--- config.mk ---
export PLATFORM = sky130hd
export DESIGN_NAME = motor_move_arb
export DESIGN_NICKNAME = d
export VERILOG_FILES = /design/src/rtl/motor_pkg.sv /design/src/rtl/motor_rr_pick.sv /design/src/rtl/motor_move_arb.sv
export SDC_FILE = /design/constraint.sdc
export NUM_CORES = 1
export LEC_CHECK = 0
export BUFFER_PORTS_ARGS = -buffer_cell sky130_fd_sc_hd__buf_2
export CORE_ASPECT_RATIO = 1.5
export CORE_UTILIZATION = 64
export DETAILED_ROUTE_END_ITERATION = 7
export PLACE_DENSITY = 0.88
export SKIP_CTS_REPAIR_TIMING = 1
export SLEW_MARGIN = 30
export SYNTH_ARGS = -nofsm -noshare
export SYNTH_HDL_FRONTEND = slang
export SYNTH_SLANG_ARGS = --single-unit
export TNS_END_PERCENT = 30
--- constraint.sdc ---
create_clock -name clk -period 6.3 [get_ports clk]
set_input_delay 0.63 -clock clk [delete_from_list [all_inputs] [get_ports clk]]
set_output_delay 0.63 -clock clk [all_outputs]
set_load 0.02 [all_outputs]
--- src/rtl/motor_pkg.sv ---
// Shared constants for the motor move arbiter: state encodings, direction values, state width.
// Latency: n/a (declarations only).
// Backpressure: n/a.
package motor_pkg;

    localparam int STATE_W = 3;

    typedef enum logic [STATE_W-1:0] {
        ARB_IDLE  = 3'd0,
        ARB_MOVE  = 3'd1,
        ARB_DWELL = 3'd2,
        ARB_FAULT = 3'd3
    } arb_state_t;

    localparam logic DIR_UP = 1'b1;
    localparam logic DIR_DN = 1'b0;

endpackage

--- src/rtl/motor_rr_pick.sv ---
// Round-robin picker: first set request at or after ptr, wrapping; one-hot, index and any-valid.
// Latency: purely combinational.
// Backpressure: none; the caller decides when to consume the pick.
module motor_rr_pick #(
    parameter int NREQ = 4,
    parameter int IW   = (NREQ > 1) ? $clog2(NREQ) : 1
) (
    input  logic [NREQ-1:0] req,
    input  logic [IW-1:0]   ptr,
    output logic [NREQ-1:0] pick,
    output logic [IW-1:0]   idx,
    output logic            any
);

    logic [IW:0] pos;

    // Walk the requesters starting at ptr and keep the first one that is set.
    always_comb begin
        pick = '0;
        idx  = '0;
        any  = 1'b0;
        pos  = '0;
        for (int i = 0; i < NREQ; i++) begin
            pos = {1'b0, ptr} + (IW+1)'(i);
            if (pos >= (IW+1)'(NREQ)) begin
                pos = pos - (IW+1)'(NREQ);
            end
            if (!any && req[pos[IW-1:0]]) begin
                any                = 1'b1;
                idx                = pos[IW-1:0];
                pick[pos[IW-1:0]]  = 1'b1;
            end
        end
    end

endmodule

--- src/rtl/motor_move_arb.sv ---
// Shares one up/down motor between NREQ requesters; round-robin grant, travel watchdog, post-move dwell.
// Latency: grant and motor drive appear 1 cycle after the pick; done/fault pulse on the edge the move ends.
// Backpressure: requests are levels held until done/fault; new grants wait for IDLE. Optional fault_cnt via MOTOR_MOVE_ARB_FAULT_CNT_EN.
module motor_move_arb
    import motor_pkg::*;
#(
    parameter int NREQ    = 4,
    parameter int TMO_W   = 16,
    parameter int TIMEOUT = 1000,
    parameter int DWELL   = 8
) (
    input  logic               clk,
    input  logic               rst_n,
    input  logic [NREQ-1:0]    req,
    input  logic [NREQ-1:0]    req_dir,
    input  logic               up_limit,
    input  logic               dn_limit,
    input  logic               clear_fault,
    output logic [NREQ-1:0]    gnt,
    output logic               motor_up,
    output logic               motor_dn,
    output logic               done,
    output logic               fault,
    output logic               busy,
`ifdef MOTOR_MOVE_ARB_FAULT_CNT_EN
    output logic [7:0]         fault_cnt,
`endif
    output logic [STATE_W-1:0] arb_state
);

    localparam int IW = (NREQ > 1) ? $clog2(NREQ) : 1;

    arb_state_t        state, state_n;
    logic [NREQ-1:0]   gnt_n;
    logic              up_n, dn_n, done_n, fault_n;
    logic [IW-1:0]     ptr, ptr_n;
    logic [IW-1:0]     gidx, gidx_n;
    logic              dir, dir_n;
    logic [TMO_W-1:0]  cnt, cnt_n;
    logic [7:0]        dcnt, dcnt_n;

    logic [NREQ-1:0]   pick_oh;
    logic [IW-1:0]     pick_idx;
    logic              pick_any;
    logic              pick_dir;
    logic              pick_at_target;
    logic              at_target;

    // Pointer moves one past whoever just held the motor.
    function automatic logic [IW-1:0] next_ptr(input logic [IW-1:0] i);
        return (i == IW'(NREQ - 1)) ? '0 : i + 1'b1;
    endfunction

    motor_rr_pick #(.NREQ(NREQ), .IW(IW)) u_pick (
        .req  (req),
        .ptr  (ptr),
        .pick (pick_oh),
        .idx  (pick_idx),
        .any  (pick_any)
    );

    assign pick_dir       = req_dir[pick_idx];
    assign pick_at_target = (pick_dir == DIR_UP) ? up_limit : dn_limit;
    assign at_target      = (dir == DIR_UP) ? up_limit : dn_limit;

    assign busy      = (state != ARB_IDLE);
    assign arb_state = state;

    // Next-state and next-output decode; every exit from a move drops the motor in the same edge.
    always_comb begin
        state_n = state;
        gnt_n   = gnt;
        up_n    = motor_up;
        dn_n    = motor_dn;
        done_n  = 1'b0;
        fault_n = 1'b0;
        ptr_n   = ptr;
        gidx_n  = gidx;
        dir_n   = dir;
        cnt_n   = cnt;
        dcnt_n  = dcnt;
        case (state)
            ARB_IDLE: begin
                gnt_n = '0;
                up_n  = 1'b0;
                dn_n  = 1'b0;
                if (pick_any) begin
                    gidx_n = pick_idx;
                    dir_n  = pick_dir;
                    cnt_n  = '0;
                    if (pick_at_target) begin
                        // Already where it wants to be: finish without driving.
                        done_n  = 1'b1;
                        ptr_n   = next_ptr(pick_idx);
                        dcnt_n  = '0;
                        state_n = ARB_DWELL;
                    end else begin
                        gnt_n   = pick_oh;
                        up_n    = (pick_dir == DIR_UP);
                        dn_n    = (pick_dir == DIR_DN);
                        state_n = ARB_MOVE;
                    end
                end
            end
            ARB_MOVE: begin
                if ((up_limit && dn_limit) || !req[gidx] || at_target ||
                    (cnt == TMO_W'(TIMEOUT - 1))) begin
                    gnt_n  = '0;
                    up_n   = 1'b0;
                    dn_n   = 1'b0;
                    ptr_n  = next_ptr(gidx);
                    dcnt_n = '0;
                    if (up_limit && dn_limit) begin
                        fault_n = 1'b1;
                        state_n = ARB_FAULT;
                    end else if (!req[gidx]) begin
                        state_n = ARB_DWELL;
                    end else if (at_target) begin
                        done_n  = 1'b1;
                        state_n = ARB_DWELL;
                    end else begin
                        fault_n = 1'b1;
                        state_n = ARB_FAULT;
                    end
                end else begin
                    cnt_n = cnt + 1'b1;
                end
            end
            ARB_DWELL: begin
                gnt_n = '0;
                up_n  = 1'b0;
                dn_n  = 1'b0;
                if (dcnt == 8'(DWELL - 1)) begin
                    state_n = ARB_IDLE;
                end else begin
                    dcnt_n = dcnt + 1'b1;
                end
            end
            ARB_FAULT: begin
                gnt_n = '0;
                up_n  = 1'b0;
                dn_n  = 1'b0;
                if (clear_fault) begin
                    dcnt_n  = '0;
                    state_n = ARB_DWELL;
                end
            end
            default: begin
                gnt_n   = '0;
                up_n    = 1'b0;
                dn_n    = 1'b0;
                state_n = ARB_IDLE;
            end
        endcase
    end

    // State and registered outputs; reset drops the motor asynchronously.
    always_ff @(posedge clk or negedge rst_n) begin
        if (!rst_n) begin
            state    <= ARB_IDLE;
            gnt      <= '0;
            motor_up <= 1'b0;
            motor_dn <= 1'b0;
            done     <= 1'b0;
            fault    <= 1'b0;
            ptr      <= '0;
            gidx     <= '0;
            dir      <= DIR_DN;
            cnt      <= '0;
            dcnt     <= '0;
        end else begin
            state    <= state_n;
            gnt      <= gnt_n;
            motor_up <= up_n;
            motor_dn <= dn_n;
            done     <= done_n;
            fault    <= fault_n;
            ptr      <= ptr_n;
            gidx     <= gidx_n;
            dir      <= dir_n;
            cnt      <= cnt_n;
            dcnt     <= dcnt_n;
        end
    end

`ifdef MOTOR_MOVE_ARB_FAULT_CNT_EN
    // Saturating count of fault pulses, cleared only by reset.
    always_ff @(posedge clk or negedge rst_n) begin
        if (!rst_n) begin
            fault_cnt <= '0;
        end else if (fault && (fault_cnt != 8'hFF)) begin
            fault_cnt <= fault_cnt + 1'b1;
        end
    end
`endif

endmodule

# Word-level counts from Yosys, hierarchy flattened
# Cells that the tools add are included.
dict set report word_totals {
  mem_bits_ro 0
  in_bits 13
  elab_cells 163
  mem_bits_rw 0
  out_inout_bits 12
  mem_count 0
  latchBits 0
  reg_bits 40
}
dict set report classes {
  n_reduce_logical 24
  multipliers 0
  order_cmp 14
  mux 85
  n_addsub 11
  n_bitwise 4
  n_shift 0
  n_eq_ne 14
  n_div 0
}
# op count
set op_table {}
lappend op_table {{$mux 8} 5}
lappend op_table {{$mux 1} 35}
lappend op_table {{$mux 16} 2}
lappend op_table {{$pmux 16 s2} 1}
lappend op_table {{$pmux 8 s4} 1}
lappend op_table {{$mux 2} 14}
lappend op_table {{$mux 4} 7}
lappend op_table {{$lt 2x3->1 const B} 6}
lappend op_table {{$add 16x1->16 const B} 1}
lappend op_table {{$eq 16x10->1 const B} 1}
lappend op_table {{$ne 2x2->1 const B} 7}
lappend op_table {{$bmux 1 s2} 6}
lappend op_table {{$mux 3} 4}
lappend op_table {{$or 4x4->4} 3}
lappend op_table {{$pmux 3 s4} 1}
lappend op_table {{$ge 3x3->1 const B} 3}
lappend op_table {{$add 8x1->8 const B} 1}
lappend op_table {{$demux 1 s2} 4}
lappend op_table {{$eq 8x3->1 const B} 1}
lappend op_table {{$ge 2x1->1 const B} 4}
lappend op_table {{$logic_and 1x1->1} 8}
lappend op_table {{$pmux 4 s2} 1}
lappend op_table {{$reduce_and 4->1} 2}
lappend op_table {{$sub 2x1->2 const B} 4}
lappend op_table {{other kinds (19)} 30}

# Longest topological paths before layout
# Gate-level depths: netlist of the first run.
dict set report logic_depth {
  word_depth 20
  ltp_mapped 12
  mapped_depth_nobuf 10
}

# Modules after synthesis
# Synthesis of the first run repeated with hierarchy kept, for this count alone.
dict set report unflattened {
  hier_cells 270
  area_unflattened_um2 2651.3
}
# mod cells_each area_per_inst_um2 instances
set modules_own_cells {}
lappend modules_own_cells {motor_move_arb 225 2232.1 1}
lappend modules_own_cells {motor_rr_pick 45 419.2 1}

# Worst setup path after synthesis of the first run
# Ideal clock, no wire load.
dict set report synth_path {
  path_type {register -> register}
  startpoint {reg ptr[1]}
  endpoint {reg dcnt[0]}
  path_stages_with_launch 12
  slack_ns 2.880
  t_required_ns 6.221
  arrival_time_ns 3.341
  path_buffers 2
  setup_ns 0.079
  path_cell_list {dfrtp_1 buf_2 inv_1 ha_1 clkbuf_1 mux4_2 o221a_1 a21oi_4 mux2i_1 mux2_4 o31a_1 mux2i_1}
}
dict set report synth_between {
  elab_chain_len 19
}
# element line_no
set synth_lines {}
lappend synth_lines {{from (decl)} motor_move_arb.sv:36} ;# logic [IW-1:0] ptr, ptr_n;
lappend synth_lines {{from (signal assigned)} motor_move_arb.sv:178} ;# ptr <= ptr_n;
lappend synth_lines {{branches (longest 18 deep; another with $add 2x1->3)} --}
lappend synth_lines {{$reduce_and 6->1 (no source line) (*)} --}
lappend synth_lines {{to (signal assigned)} motor_move_arb.sv:182} ;# dcnt <= dcnt_n;
lappend synth_lines {{to (decl)} motor_move_arb.sv:40} ;# logic [7:0] dcnt, dcnt_n;
# Mark *: on every way between the ends. The select of a mux whose other input is x is not followed.
# A chain may end at the register's enable or synchronous reset.

# Worst setup path after layout of the first run
dict set report layout_path {
  startpoint {reg ptr[0]}
  endpoint {reg dcnt[0]}
}
# The elaborated chain is that of the path after synthesis.

==> results of run 1 <==
-- per-stage QoR --
| step | instances | instance area, um2 | utilization (%) |
|---|---|---|---|
| 5_1_grt | 352 | 2830 | 72.2 |
| 3_3_place_gp | 345 | 2740 | 69.9 |
| 3_5_place_dp | 345 | 2740 | 69.9 |
| 2_1_floorplan | 292 | 2630 | - |
| 4_1_cts | 352 | 2830 | 72.2 |
| 6_report | 352 | 2830 | 72.2 |
-- registers in the layout, summed over array words and instances, names as in the netlist --
name	cells
cnt	16
dcnt	8
gnt	4
arb_state	2
gidx	2
ptr	2
dir	1
done	1
fault	1
motor_dn	1
motor_up	1
-- worst register-to-register path: stages, from the launching register on --
cell,delay [ps]
dfrtp_1,700
inv_1,270
ha_1,520
mux4_2,470
o221a_1,330
a21oi_4,200
mux2i_1,460
mux2_4,350
o31a_1,400
mux2i_1,160
-- cell usage in the layout (no fill, tap or decap), types with 5 or more instances in the layout --
master,instances
a21oi_1,7
a22oi_1,8
and3_1,9
buf_2,22
clkbuf_8,6
dfrtp_1,39
ha_1,11
inv_1,12
mux2i_1,7
nand2_1,24
nand2b_1,7
nand3_1,14
nand4_1,9
nor2_1,29
nor2b_1,5
nor3_1,10
o21ai_0,11
o21ai_1,10
xor2_1,11
-- cell type report --
cell class / instances / area (um2)
Multi-Input combinational cell: 224 / 1540
Fill cell: 318 / 1090
Sequential cell: 39 / 976
Timing Repair Buffer: 25 / 133
Clock buffer: 6 / 82.6
Tap cell: 45 / 56.3
Inverter: 12 / 45.0
Clock inverter: 1 / 5.00
-- power by group --
part / leakage (nW) / switching (W) / internal (W)
combinational: 0.721 / 0.000380 / 0.000274
sequential: 0.523 / 0.0000836 / 0.000305
clock: 0.0470 / 0.0000867 / 0.0000859
total: 1.29 / 0.000550 / 0.000666
-- worst max-delay path by stage --
| stage | cells after the start | endpoint | slack [ps] | start |
|---|---|---|---|---|
| 2_1_floorplan | 11 | dcnt[0] | 2880 | ptr[1] |
| 3_3_place_gp | 9 | dcnt[0] | 2560 | ptr[0] |
| 3_5_place_dp | 9 | dcnt[2] | 2430 | ptr[0] |
| 4_1_cts | 9 | dcnt[0] | 2400 | ptr[0] |
| 5_1_grt | 9 | gnt[0] | 2090 | ptr[0] |
| 6_report | 9 | dcnt[0] | 2370 | ptr[0] |
-- routing by layer --
metal / global-route usage [%] / part of all wire [%] / up-vias
met2: 50.4 / 52 / 67
met5: 0 / 0 / -
met3: 4.36 / 3.0 / 20
li1: - / - / 1091
met4: 16.9 / 4.3 / 0
met1: 33.8 / 40 / 1099
-- cells by family (layout without fill, tap and decap cells) --
family	Yosys count	in the layout	share of synthesized area, %
buf+inv	29	44	4.57
fa+ha+maj	11	11	5.24
xor+xnor	13	13	4.33
flops	39	39	37.1
mux	15	15	8.05
simple gates	122	122	23.9
compound gates	62	62	16.7
other cells	1	1	0.143
==> metrics.csv, run 1 <==
metric;value;unit
status;completed;
die_w;54.3;um
ff2ff_setup_slack;2370;ps
start_util;67.0;%
synth_top_area_share;37.1;%
drc;0;
setup_slack;2370;ps
r2r-start;ptr[0];
end_kind;register;
setup_viol;0;
setup_tns;0;ps
yosys.cell_types.count;59;
grt_pass1_vias;2141;
yosysTopAreaCell;dfrtp_1;
yosys_most_used_dff;dfrtp_1;
power-per-cell-area;429;nW/um2
cpMaxStageDelayCell;dfrtp_1;
ir_drop;350;uV
ys_ff_latch;39;
rsz0062_at_grt;no;
yosysMostFrequentCell;dfrtp_1;
drtIter0Drc;69;
max_freq;0.255;GHz
crit_family;multiplexers;
totalWireLength;5620;um
h-tree-depth;2;
grt_max_degree;40;
arrival;4150;ps
yosysWarnings;0;
required;6520;ps
avgSynthCellArea;9.00;um2
antenna_cells;0;
clkSlewWorstSetupHoldPaths;70;ps
cts_buffers;5;
hold_viol;0;
grt_pass1_wl;9450;um
coreArea;3920;um2
final_nets;331;
antenna_found_initial;0;
period_needed;3930;ps
grt_overflow;0;
fin_skew;2.91;ps
synth-seq-area-share;37.1;%
clockRootBuffer;clkbuf_8;
insertion_delay;290;ps
avgRoutedWirePerCell;16.0;um
antenna_left;0;
maxSlewHeadroom;55.0;%
async_flop_share;100;%
total_power;0.00122;W
worstSetupStartpointType;register;
die_h;80.5;um
path_common_cell;mux2i_1;
synth_common_cells;dfrtp_1 (39), nor2_1 (29), nand2_1 (24);
syn_inst;292;
hold_slack;288;ps
cap_viol_max_count;0;
dr.pass1.iters;4;
timing.critical_path.buf_inv;1;
synth_edf_count;0;
hold_path_class;in2async;
max_stage_delay;700;ps
reg2reg_to;dcnt[0];
ios;25;
vias;2277;
ff2ff_path_depth;9;
syn2layout_area_growth;7.86;%
path_cells;inv_1 > ha_1 > mux4_2 > o221a_1 > a21oi_4 > mux2i_1 > mux2_4 > o31a_1 > mux2i_1;
dp_slack;2430;ps
grt_usage;29.7;%
clockBufferDepth;2;
syn_nets;316;
slew_violations;0;
cts.sinks;39;
tightestPinTransition;674;ps
port_buffers;23;
cp_max_fo;17;
place_hpwl;4160;um
synth_area_leaders;dfrtp_1 (37%), ha_1 (5.2%), nor2_1 (4.1%);
path_class;reg2reg;
cts_tree;yes;
gp_congestion;0.844;
fp.dieArea;4370;um2
leakage;1.29;nW
layout-drive-gt1-share;14.7;%
synth_area;2630;um2
rows;28;
viasPerCell;6.47;
min_period_over_period;62.4;%
No activity file was read; power rests on OpenSTA's default activity.
==> run 2, diff against run 1 <==
CORE_UTILIZATION = 54   (was 64)
PLACE_DENSITY = 0.8   (was 0.88)
clock period = 3.2 ns   (was 6.3 ns; I/O delays follow)
==> run 2 against run 1 <==
The flow now finishes with violations (negative hold slack). Fmax grew 25%. Clock skew increased by 5.1 ps. Worst hold slack got worse by 310 ps. First-iteration DRC count grew 26%. Setup slack got worse by 2300 ps. Sequential cell count stayed put. Via count increased by 0.79%. Register-to-register slack worse by 2300 ps. Non-clock buffer count is 13 higher. Critical path type unchanged. Critical endpoint is now dcnt[2].
==> metrics.csv, run 2 (same netlist as run 1, synthesis figures left out) <==
metric;value;unit
clkSlewWorstSetupHoldPaths;80;ps
grt_pass1_vias;2189;
largest_register;cnt;
hold_path_class;in2async;
status;finished with violations;
cts_tree;yes;
hold_viol;39;
start_util;57.4;%
ir_drop;659;uV
fin_skew;8.06;ps
max_freq;0.319;GHz
viasPerCell;5.96;
antenna_left;0;
setup_viol;0;
biggestRegsByFlops;cnt: 16 flops, dcnt: 8 flops, gnt: 4 flops;
layout-drive-gt1-share;19.9;%
cts_buffers;5;
drtIter0Drc;87;
cp_max_fo;7;
final_common_cell;dfrtp_1;
antenna_found_initial;0;
final_nets;344;
hold_slack;-22.1;ps
rows;30;
coreArea;4580;um2
ios;25;
syn2layout_area_growth;14.9;%
grt_max_degree;40;
largest_reg_flops;16;
multiInputGateArea;1570;um2
antenna_cells;0;
final_cells;385;
place_hpwl;4140;um
path_cells;inv_2 > ha_1 > mux4_2 > o221a_1 > a21oi_4 > mux2i_4 > mux2_4 > o31a_1 > buf_4 > o21ai_1;
cpMaxStageDelayCell;dfrtp_1;
setup_tns;0;ps
insertion_delay;300;ps
slew_violations;0;
end_kind;register;
dr.pass1.iters;4;
gp_congestion;0.845;
maxSlewHeadroom;60.3;%
arrival;3350;ps
place_inst;373;
cap_viol_max_count;0;
clockRootBuffer;clkbuf_8;
min_period_over_period;97.9;%
grt_usage;24.8;%
die_h;87.4;um
timing.critical_path.buf_inv;2;
port_buffers;23;
required;3420;ps
totalWireLength;5850;um
worstSetupStartpointType;register;
path_class;reg2reg;
period_needed;3130;ps
fillers;399;
crit_family;multiplexers;
vias;2295;
ff2ff_setup_slack;70;ps
power-per-cell-area;900;nW/um2
grt_overflow;0;
avgRoutedWirePerCell;15.2;um
grt_pass1_wl;9830;um
die_w;59.0;um
cts.sinks;39;
final_cell_mix;dfrtp_1 (38), nor2_1 (29), nand2_1 (24), buf_2 (22), buf_4 (16);
leakage;1.36;nW
tightestPinTransition;589;ps
violations;negative hold slack;
h-tree-depth;2;
clockBufferDepth;2;
register_area;977;um2
drc;0;
max_stage_delay;410;ps
fp.dieArea;5150;um2
[run 2: changes by cell type in the layout (fill, tap and decap cells not counted), sizes merged]
cell | before | now
clkinv | 1 | 2
clkbuf | 6 | 5
bufinv | 0 | 1
buf | 25 | 38
[run 2: power breakdown]
part           switching (W)  leakage [nW]  internal [W]
Sequential          0.000112         0.522      0.000603
Clock               0.000183        0.0581      0.000232
Combinational       0.000869         0.781      0.000720
[run 2: final cells by class]
type | count | area share [%]
clock buffers | 5 | 2.28
inverters | 12 | 1.49
flip-flops and latches | 39 | 32.4
repair buffers | 38 | 7.63
multi-input cells | 224 | 52.1
clock inverters | 3 | 1.45
well taps | 64 | 2.65
[run 2: routing by layer]
layer,vias up,part of all wire (%),track usage (%),routed length (um)
met5,-,0,0,0
li1,1114,-,-,-
met1,1135,42,29.4,2470
met4,0,1.4,8.01,80
met3,7,2.4,2.67,143
met2,39,54,45.7,3160
[run 2: worst reg2reg max path, cell delays in order (launching register included)]
cell     delay [ps]
dfrtp_1         410
inv_2           120
ha_1            260
mux4_2          400
o221a_1         320
a21oi_4         270
mux2i_4         360
mux2_4          340
o31a_1          310
buf_4           160
o21ai_1         120
[run 2: per-stage QoR]
step	setup WS, ps	power [W]	hold slack, ps	util [%]	cell area, um2
after global routing	-47.8	0.00292	20.9	65.9	3020
after CTS	32.0	0.00259	167	64.7	2960
after global placement	186	0.00214	466	62.2	2850
final	65.7	0.00272	-22.1	65.9	3020
after floorplan	-32.8	0.00180	24.4	-	2650
after detailed placement	60.3	0.00218	479	62.2	2850
[run 2: path summary, 6_finish.rpt]
kind,end,depth (start not counted),from
min in group clk,motor_dn,2,dn_limit
worst max register to register,dcnt[2],10,ptr[1]
max in group asynchronous,ptr[0],1,rst_n
worst min register to register,gnt[3],1,gnt[3]
worst min-delay path,cnt[9],1,rst_n
worst max-delay path,dcnt[2],10,ptr[1]
